File: src/rtl/uart_pkg.sv
// rtl/uart_pkg.sv - shared types and constants for the UART receive path
package uart_pkg;

    localparam int   DATA_BITS = 8;
    localparam int   CSUM_W    = 32;
    localparam logic LINE_IDLE = 1'b1;

    typedef enum logic [1:0] {
        ST_IDLE  = 2'd0,
        ST_START = 2'd1,
        ST_DATA  = 2'd2,
        ST_STOP  = 2'd3
    } rx_state_t;

endpackage

File: src/rtl/uart_rx_fifo_buf.sv
// rtl/uart_rx_fifo_buf.sv - circular byte FIFO with push/pop, head data and occupancy
module uart_rx_fifo_buf
    import uart_pkg::*;
#(
    parameter int DEPTH = 4,
    parameter int WIDTH = DATA_BITS
) (
    input  logic                    clock,
    input  logic                    resetn,
    input  logic                    i_push,
    input  logic [WIDTH-1:0]        i_push_data,
    input  logic                    i_pop,
    output logic [WIDTH-1:0]        o_head,
    output logic [$clog2(DEPTH):0]  o_count,
    output logic                    o_full,
    output logic                    o_empty,
    output logic                    o_push_drop
);

    localparam int PTR_W = $clog2(DEPTH);
    localparam int CNT_W = PTR_W + 1;

    logic [WIDTH-1:0] r_mem [DEPTH];
    logic [PTR_W-1:0] r_wr_ptr;
    logic [PTR_W-1:0] r_rd_ptr;
    logic [CNT_W-1:0] r_count;

    logic w_do_pop;
    logic w_do_push;

    // A pop frees the slot in the same cycle, so a full FIFO can still accept a push then
    always_comb begin
        o_empty     = (r_count == '0);
        o_full      = (r_count == CNT_W'(DEPTH));
        w_do_pop    = i_pop & ~o_empty;
        w_do_push   = i_push & (~o_full | w_do_pop);
        o_push_drop = i_push & ~w_do_push;
        o_count     = r_count;
        o_head      = o_empty ? '0 : r_mem[r_rd_ptr];
    end

    // Storage array; contents are don't-care until written, the head is masked while empty
    always_ff @(posedge clock) begin
        if (w_do_push) begin
            r_mem[r_wr_ptr] <= i_push_data;
        end
    end

    // Pointers wrap naturally because DEPTH is a power of two
    always_ff @(posedge clock) begin
        if (!resetn) begin
            r_wr_ptr <= '0;
            r_rd_ptr <= '0;
            r_count  <= '0;
        end else begin
            if (w_do_push) begin
                r_wr_ptr <= r_wr_ptr + PTR_W'(1);
            end
            if (w_do_pop) begin
                r_rd_ptr <= r_rd_ptr + PTR_W'(1);
            end
            case ({w_do_push, w_do_pop})
                2'b10:   r_count <= r_count + CNT_W'(1);
                2'b01:   r_count <= r_count - CNT_W'(1);
                default: r_count <= r_count;
            endcase
        end
    end

endmodule

File: src/rtl/uart_rx_fifo.sv
// rtl/uart_rx_fifo.sv - 8N1 UART receiver with output FIFO, checksum and sticky flags (option: UART_RX_FIFO_SYNC_EN)
module uart_rx_fifo
    import uart_pkg::*;
#(
    parameter int cycles_per_bit = 3,
    parameter int fifo_depth     = 4
) (
    input  logic                          clock,
    input  logic                          tock_reset_n,
    input  logic                          tock_serial,
    input  logic                          tock_pop,
    output logic                          get_valid_ret,
    output logic [DATA_BITS-1:0]          get_data_ret,
    output logic [$clog2(fifo_depth):0]   get_count_ret,
    output logic [CSUM_W-1:0]             get_checksum_ret,
    output logic                          get_frame_err_ret,
    output logic                          get_overflow_ret,
    output logic                          get_busy_ret
);

    localparam int CNT_W = $clog2(cycles_per_bit) + 1;
    localparam int BIT_W = $clog2(DATA_BITS);
    localparam logic [CNT_W-1:0] HALF_CNT = CNT_W'(cycles_per_bit / 2);
    localparam logic [CNT_W-1:0] BIT_END  = CNT_W'(cycles_per_bit - 1);
    localparam logic [BIT_W-1:0] LAST_BIT = BIT_W'(DATA_BITS - 1);

    rx_state_t              r_state;
    rx_state_t              w_next_state;
    logic [CNT_W-1:0]       r_cnt;
    logic [BIT_W-1:0]       r_bit_idx;
    logic [DATA_BITS-1:0]   r_shift;
    logic [CSUM_W-1:0]      r_csum;
    logic                   r_frame_err;
    logic                   r_overflow;
    logic                   r_wait_high;
    logic                   w_rx;

    logic w_start_det;
    logic w_start_ok;
    logic w_data_sample;
    logic w_stop_good;
    logic w_stop_bad;
    logic w_fifo_empty;
    logic w_fifo_full;
    logic w_fifo_drop;

`ifdef UART_RX_FIFO_SYNC_EN
    logic [1:0] r_sync;

    // Two-flop synchronizer for the asynchronous line, parked at the idle level in reset
    always_ff @(posedge clock) begin
        if (!tock_reset_n) begin
            r_sync <= {2{LINE_IDLE}};
        end else begin
            r_sync <= {r_sync[0], tock_serial};
        end
    end

    assign w_rx = r_sync[1];
`else
    assign w_rx = tock_serial;
`endif

    // FSM state register
    always_ff @(posedge clock) begin
        if (!tock_reset_n) begin
            r_state <= ST_IDLE;
        end else begin
            r_state <= w_next_state;
        end
    end

    // FSM next-state: a start must still be low at half-bit, then 8 data bits, then stop
    always_comb begin
        w_next_state = r_state;
        case (r_state)
            ST_IDLE: begin
                if (!w_rx && !r_wait_high) begin
                    w_next_state = ST_START;
                end
            end
            ST_START: begin
                if (r_cnt == HALF_CNT) begin
                    w_next_state = w_rx ? ST_IDLE : ST_DATA;
                end
            end
            ST_DATA: begin
                if (r_cnt == BIT_END && r_bit_idx == LAST_BIT) begin
                    w_next_state = ST_STOP;
                end
            end
            ST_STOP: begin
                if (r_cnt == BIT_END) begin
                    w_next_state = ST_IDLE;
                end
            end
            default: w_next_state = ST_IDLE;
        endcase
    end

    // FSM outputs: single-cycle strobes that drive the sampling datapath
    always_comb begin
        w_start_det   = 1'b0;
        w_start_ok    = 1'b0;
        w_data_sample = 1'b0;
        w_stop_good   = 1'b0;
        w_stop_bad    = 1'b0;
        get_busy_ret  = (r_state != ST_IDLE);
        case (r_state)
            ST_IDLE:  w_start_det   = !w_rx && !r_wait_high;
            ST_START: w_start_ok    = (r_cnt == HALF_CNT) && !w_rx;
            ST_DATA:  w_data_sample = (r_cnt == BIT_END);
            ST_STOP: begin
                w_stop_good = (r_cnt == BIT_END) && w_rx;
                w_stop_bad  = (r_cnt == BIT_END) && !w_rx;
            end
            default: ;
        endcase
    end

    // Bit timing counter; the start edge already consumed one clock, hence the load of 1
    always_ff @(posedge clock) begin
        if (!tock_reset_n) begin
            r_cnt <= '0;
        end else if (w_start_det) begin
            r_cnt <= CNT_W'(1);
        end else if (w_start_ok) begin
            r_cnt <= '0;
        end else if (r_state == ST_START) begin
            r_cnt <= r_cnt + CNT_W'(1);
        end else if (r_state == ST_DATA || r_state == ST_STOP) begin
            r_cnt <= (r_cnt == BIT_END) ? '0 : r_cnt + CNT_W'(1);
        end else begin
            r_cnt <= '0;
        end
    end

    // LSB-first shift register and data bit index
    always_ff @(posedge clock) begin
        if (!tock_reset_n) begin
            r_shift   <= '0;
            r_bit_idx <= '0;
        end else if (w_start_ok) begin
            r_bit_idx <= '0;
        end else if (w_data_sample) begin
            r_shift   <= {w_rx, r_shift[DATA_BITS-1:1]};
            r_bit_idx <= r_bit_idx + BIT_W'(1);
        end
    end

    // Checksum of good frames, sticky flags, and the wait-for-idle guard after a bad stop
    always_ff @(posedge clock) begin
        if (!tock_reset_n) begin
            r_csum      <= '0;
            r_frame_err <= 1'b0;
            r_overflow  <= 1'b0;
            r_wait_high <= 1'b0;
        end else begin
            if (w_stop_good) begin
                r_csum <= r_csum + CSUM_W'(r_shift);
            end
            if (w_stop_bad) begin
                r_frame_err <= 1'b1;
                r_wait_high <= 1'b1;
            end else if (r_state == ST_IDLE && w_rx) begin
                r_wait_high <= 1'b0;
            end
            if (w_fifo_drop) begin
                r_overflow <= 1'b1;
            end
        end
    end

    uart_rx_fifo_buf #(
        .DEPTH (fifo_depth),
        .WIDTH (DATA_BITS)
    ) u_buf (
        .clock       (clock),
        .resetn      (tock_reset_n),
        .i_push      (w_stop_good),
        .i_push_data (r_shift),
        .i_pop       (tock_pop),
        .o_head      (get_data_ret),
        .o_count     (get_count_ret),
        .o_full      (w_fifo_full),
        .o_empty     (w_fifo_empty),
        .o_push_drop (w_fifo_drop)
    );

    assign get_valid_ret     = ~w_fifo_empty;
    assign get_checksum_ret  = r_csum;
    assign get_frame_err_ret = r_frame_err;
    assign get_overflow_ret  = r_overflow;

endmodule

File: config.mk
export PLATFORM = sky130hd
export DESIGN_NAME = uart_rx_fifo
export DESIGN_NICKNAME = d
export VERILOG_FILES = /design/src/rtl/uart_pkg.sv /design/src/rtl/uart_rx_fifo_buf.sv /design/src/rtl/uart_rx_fifo.sv
export SDC_FILE = /design/constraint.sdc
export NUM_CORES = 1
export LEC_CHECK = 0
export CORE_UTILIZATION = 57
export DETAILED_ROUTE_END_ITERATION = 10
export DONT_BUFFER_PORTS = 1
export GPL_TIMING_DRIVEN = 0
export PLACE_DENSITY = 0.73
export SYNTH_ARGS = -nofsm -noshare
export SYNTH_HDL_FRONTEND = slang
export SYNTH_SLANG_ARGS = --single-unit
File: constraint.sdc
create_clock -name clock -period 2.55 [get_ports clock]
set_input_delay 0.255 -clock clock [delete_from_list [all_inputs] [get_ports clock]]
set_output_delay 0.255 -clock clock [all_outputs]
set_load 0.01 [all_outputs]
==> results.md, run 1 <==
* Status: finished clean
* Area Overhead vs Synth at 10.2%
* Setup violators final at 0
* Top FF cell, synth: dfxtp_1
* CTS clk-pin slew, worst paths at 0.08 ns
* Hold Path Depth at 2
* Synth async-reset ratio at 0
* CTS Root Cell: clkbuf_8
* Final std cells w/o fill at 539
* Area contributors post-synth: dfxtp_1, edfxtp_1, a21oi_1
* TritonCTS clock tree: built
* Post-synthesis sequential area ratio at 0.502
* Die width at 88.9 µm
* Vias per inst at 5.78
* Slew @ Worst Pin at 0.661 ns
* Pins Over Slew Limit at 0
* 1st-iter DRT viols at 160
* Io pins at 51
* Vias in the first global route at 2820
* Critical Path AT at 2.70 ns
* Post-Synthesis Cells at 419
* Top-count cell post-synth: dfxtp_1
* Initial Utilization at 0.590
* Core area at 7290 µm²
* Site row count at 31
* Yosys cell types at 48
* Port buffer count at 0
* Die Y at 88.9 µm
* H-tree depth at 3
* PwrDens at 557 nW/µm²
* Grt ovf at 0
* Yosys warns at 0
* Post-CTS Hold Buffers at 0
* Max cap viols at 0
* Residual DRC count at 0
* Wire per inst at 15.8 µm
* Final Hold Viols at 0
* Dpl ws at -0.296 ns
* Die Area at 7900 µm²
* Peak Freq at 403 MHz
* Critical Path Fanout Max at 10
* #FFs+latches synth at 92
* DP Cell Count at 518
* HPWL after DPL at 6060 µm
* Maximum buffer depth of the clock tree at 2
* Later-pin clock latency in the skew report at 0.35 ns
* Slew margin rel. at 0.558
* DR vias at 3116
* Worst reg2reg path depth at 10
* Top cell type's share of synthesized area at 0.279
* Largest net degree at the start of global routing at 16
* Flop-to-flop setup slack at 0.07 ns
* Final Critical Period at 2.48 ns
* Number of buffers created by CTS at 9
* Critical Path Source Type: register
* Dominant cell type by area after synthesis: dfxtp_1
* Mapped Area at 4310 µm²
* Fin crit share at 0.974
* Initial antenna violation count at 0
* Share of cells above drive strength 1 at 0.114
* Type of element capturing the critical path: register
* Design Power at 2.64 mW
* Post-Syn Nets at 442
* Clk sink count at 92
* Antenna-violating nets left at 0
* Critical Setup Path Class: register to register
* Peak VDD IR at 0.335 mV
* Synth top cells by count: dfxtp_1, nand2_1, a21oi_1
* First-pass GRT wire length at 13400 µm
* Max Clock Skew at 0.00981 ns
* Post-Syn Area per Cell at 10.3 µm²
* Total routed wirelength at 8540 µm
* Gpl congestion at 0.837
* WP data required at 2.77 ns
* Final WS setup at 0.0671 ns
* Drt pass-1 iters at 4
* Gr usage total at 0.223
* Diode count at 0
* Nets@finish at 458
* Leak at 1.61 nW
* EDFF count, synth at 32
* Hold Crit Class: input port to register
cell usage in the layout, fill, tap and decap left out, types with 11 or more instances in the layout:
master and instances:
o31ai_1 14, ha_1 16, clkbuf_1 15, edfxtp_1 32
nor2_1 21, nand2_1 52, clkbuf_8 11, dfxtp_1 57
and2_1 14, a21oi_1 46, o21ai_0 12, or4_1 13
final cells by class:
type                            count  area [µm²]
Timing Repair Buffer                5        37.5
Sequential cell                    92        2170
Clock buffer                       12         145
Clock inverter                      4        73.8
Fill cell                         587        2550
Multi-Input combinational cell    296        2050
Buffer                             22         114
Tap cell                           99         124
Inverter                            9        33.8
power breakdown:
group / switching [mW] / total [mW] / internal, mW / leakage, nW
sequential: 0.00494 / 1.52 / 1.51 / 0.781
clock: 0.486 / 1.07 / 0.580 / 0.111
combinational: 0.0422 / 0.0618 / 0.0195 / 0.715
total: 0.533 / 2.64 / 2.11 / 1.61
what timing repair did:
item                       CTS  global route
setup buffers                0             5
pin swaps                    0             3
setup endpoints to repair   15            20
resized for setup            8            10
worst max-delay path: stages, from the launching register on:
cell      delay, ns
dfxtp_2        0.36
inv_1          0.05
ha_1           0.22
and3b_4        0.21
nand3_2        0.12
clkbuf_8       0.18
nand3_1        0.11
fa_2           0.41
or3_1          0.39
a31oi_1        0.20
a21oi_1        0.09
stage by stage:
step,hold slack (ns),setup TNS [ns],area (µm²),utilization
2_1_floorplan,0.391,0,4310,-
3_3_place_gp,0.397,-1.85,4430,0.607
3_5_place_dp,0.402,-2.66,4430,0.607
4_1_cts,0.0294,0,4690,0.643
5_1_grt,0.0452,-0.0697,4740,0.651
6_report,0.0407,0,4740,0.651
logic make-up after synthesis:
| kind of cell | Yosys count | share of synthesized area |
|---|---|---|
| flops | 92 | 0.502 |
| xor+xnor | 15 | 0.0305 |
| buf+inv | 31 | 0.0314 |
| simple gates | 153 | 0.188 |
| compound gates | 98 | 0.140 |
| mux | 11 | 0.0491 |
| fa+ha+maj | 19 | 0.0587 |
final timing paths:
check	start	endpoint
setup / recovery	r_cnt[0]	u_buf.o_count[2]
hold / removal	tock_serial	r_shift[7]
setup reg to reg	r_cnt[0]	u_buf.o_count[2]
hold reg to reg	r_bit_idx[2]	r_bit_idx[2]
state kept, by name, indices dropped and copies added, names as in the netlist, 2 cells and up, named ones only:
signal	count
u_buf.r_wr_ptr	2
r_cnt	3
u_buf.r_mem	32
u_buf.o_count	3
r_shift	8
u_buf.r_rd_ptr	2
get_checksum_ret	32
r_bit_idx	3
routing by layer:
layer,wire (µm),GRT usage
met1,3870,0.276
met2,4180,0.384
met3,368,0.0471
met4,123,0.0850
met5,0,0
(Power assumes the default switching activity.)
==> run 2: changes to the inputs <==
--- a/config.mk
+++ b/config.mk
@@ -9,7 +9,7 @@
 export DETAILED_ROUTE_END_ITERATION = 10
 export DONT_BUFFER_PORTS = 1
 export GPL_TIMING_DRIVEN = 0
-export PLACE_DENSITY = 0.73
+export PLACE_DENSITY = 0.7
 export SYNTH_ARGS = -nofsm -noshare
 export SYNTH_HDL_FRONTEND = slang
 export SYNTH_SLANG_ARGS = --single-unit
==> constraint.sdc (replaced) <==
create_clock -name clock -period 3.2 [get_ports clock]
set_input_delay 0.32 -clock clock [delete_from_list [all_inputs] [get_ports clock]]
set_output_delay 0.32 -clock clock [all_outputs]
set_load 0.01 [all_outputs]
==> run 2 against run 1 <==
- register-to-register slack gained 0.27 ns
- via count up 0.42%
- sequential share of layout area rose by 1.0 points
- non-clock buffer count decreased by 5
- routed wire length down 2.9%
- fmax shrank 13%
- sequential cell count unchanged
- cell count decreased by 0.93%
- global-route usage grew 0.90 points
- design area fell by 2.4%
- highest routed layer unchanged
==> results.md, run 2 (synthesis results as in run 1) <==
* Setup TNS at 0 ns (unchanged)
* Port buffer count at 0 (unchanged)
* Die width at 88.9 µm (unchanged)
* Fin crit share at 0.895 (-0.0789)
* Later-pin clock latency in the skew report at 0.36 ns (about the same)
* WP data required at 3.43 ns (+0.66 ns)
* Core area at 7290 µm² (unchanged)
* Post-route cell area at 4630 µm² (-2.4%)
* Residual DRC count at 0 (unchanged)
* Number of buffers created by CTS at 9 (unchanged)
* Commonest non-fill, non-tap cell in the layout: dfxtp_1
* Leak at 1.56 nW (-3.0%)
* Critical Path Fanout Max at 10 (unchanged)
* Most common cell on crit path: nand3_1
* Largest net degree at the start of global routing at 16 (unchanged)
* TritonCTS clock tree: built
* Clk sink count at 92 (unchanged)
* Vias in the first global route at 2897 (+2.7%)
* RSZ-0062 raised after global routing: no
* Gr usage total at 0.232 (+0.00902)
* Nets@finish at 453 (-1.1%)
* Critical Setup Path Class: register to register
* Site row count at 31 (unchanged)
* Max stage delay on crit path at 0.44 ns (+0.03 ns)
* Io pins at 51 (unchanged)
* Hold Crit Class: input port to register
* Vias per inst at 5.86 (+1.4%)
* Final Hold Viols at 0 (unchanged)
* DR vias at 3129 (+0.42%)
* Total routed wirelength at 8300 µm (-2.9%)
* Initial Utilization at 0.590 (unchanged)
* Fillers at 650 (+11%)
* Die Y at 88.9 µm (unchanged)
* Critical Path AT at 3.09 ns (+0.39 ns)
* Final Critical Period at 2.86 ns (+0.380 ns)
* Flop-to-flop setup slack at 0.34 ns (+0.27 ns)
* PwrDens at 442 nW/µm² (-21%)
* Peak Freq at 349 MHz (-13%)
* Highest-count cells in the layout ignoring fill and taps: dfxtp_1, nand2_1, a21oi_1
* Maximum buffer depth of the clock tree at 2 (unchanged)
* Slew @ Worst Pin at 0.693 ns (+0.0316 ns)
* Post-CTS Hold Buffers at 0 (unchanged)
* Peak VDD IR at 0.216 mV (-35%)
* Pins Over Slew Limit at 0 (unchanged)
* Critical Path Source Type: register
* Crit-path leading delay family: simple AND/OR/NAND/NOR gates
* Initial antenna violation count at 0 (unchanged)
* H-tree depth at 3 (unchanged)
* Antenna-violating nets left at 0 (unchanged)
* Area Overhead vs Synth at 7.56%
* Grt ovf at 0 (unchanged)
* Diode count at 0 (unchanged)
* Type of element capturing the critical path: register
* HPWL after DPL at 6140 µm (+1.3%)
* Resized cells post-CTS at 0 (-8)
* Drt pass-1 iters at 5 (+1)
* CP Cell Sequence: inv_1 > ha_1 > and3b_4 > nand3_1 > clkbuf_1 > nand3_1 > fa_1 > or3_1 > a31oi_1 > a21oi_1
* 1st-iter DRT viols at 134 (-16%)
* Bufs and invs on worst path at 2 (unchanged)
* CTS Root Cell: clkbuf_8
* CTS clk-pin slew, worst paths at 0.09 ns (about the same)
* Die Area at 7900 µm² (unchanged)
* Slew margin rel. at 0.536 (-0.0212)
* First-pass GRT wire length at 13900 µm (+3.8%)
* Status: finished clean
* Design Power at 2.05 mW (-22%)
* Area of the multi-input gates at 2010 µm² (-2.1%)
* Gpl congestion at 0.810 (-3.3%)
* Wire per inst at 15.5 µm (-2.0%)
* Setup violators final at 0 (unchanged)
* Post-DP Area at 4430 µm² (unchanged)
* Reg area at 2160 µm² (-0.17%)
* Worst path slowest cell: fa_1
* Max cap viols at 0 (unchanged)
* Share of cells above drive strength 1 at 0.0782 (-0.0355)
* Post-CTS setup buffer count at 0 (unchanged)
* Max Clock Skew at 0.00920 ns (-0.000612 ns)
## run 2: changes by cell type in the layout (fill, tap and decap cells not counted), sizes merged
cell,change
bufinv,-1
clkbuf,-1
clkinvlp,+1
buf,-5
inv,+1
## run 2: power by group
part	switching (mW)	internal, mW
Combinational	0.0332	0.0158
Sequential	0.00391	1.20
Clock	0.407	0.386
## run 2: final timing paths
check / end / startpoint / cells after the start
hold / removal: r_shift[7] / tock_serial / 2
setup reg to reg: u_buf.o_count[2] / r_cnt[0] / 10
hold reg to reg: r_bit_idx[1] / r_bit_idx[1] / 2
setup / recovery: u_buf.o_count[2] / r_cnt[0] / 10
## run 2: area by class of cell
cell class / count / share of cell area
Sequential cell: 92 / 0.467
Multi-Input combinational cell: 296 / 0.434
Inverter: 9 / 0.00730
Clock inverter: 5 / 0.0130
Buffer: 22 / 0.0219
Clock buffer: 11 / 0.0305
Tap cell: 99 / 0.0267
## run 2: metal layers
layer / vias up / track usage / wire, µm
met2: 69 / 0.383 / 4040
met3: 12 / 0.0591 / 441
met5: - / 0 / 0
li1: 1565 / - / -
met4: 0 / 0.109 / 171
met1: 1483 / 0.287 / 3640
## run 2: stage by stage
stage               instances  hold slack [ns]  setup slack (ns)  utilization
floorplan                 419            0.440             0.714            -
global placement          518            0.448             0.371        0.607
detailed placement        518            0.455             0.353        0.607
CTS                       534           0.0834             0.324        0.635
global route              534            0.104             0.148        0.635
finish                    534           0.0931             0.337        0.635
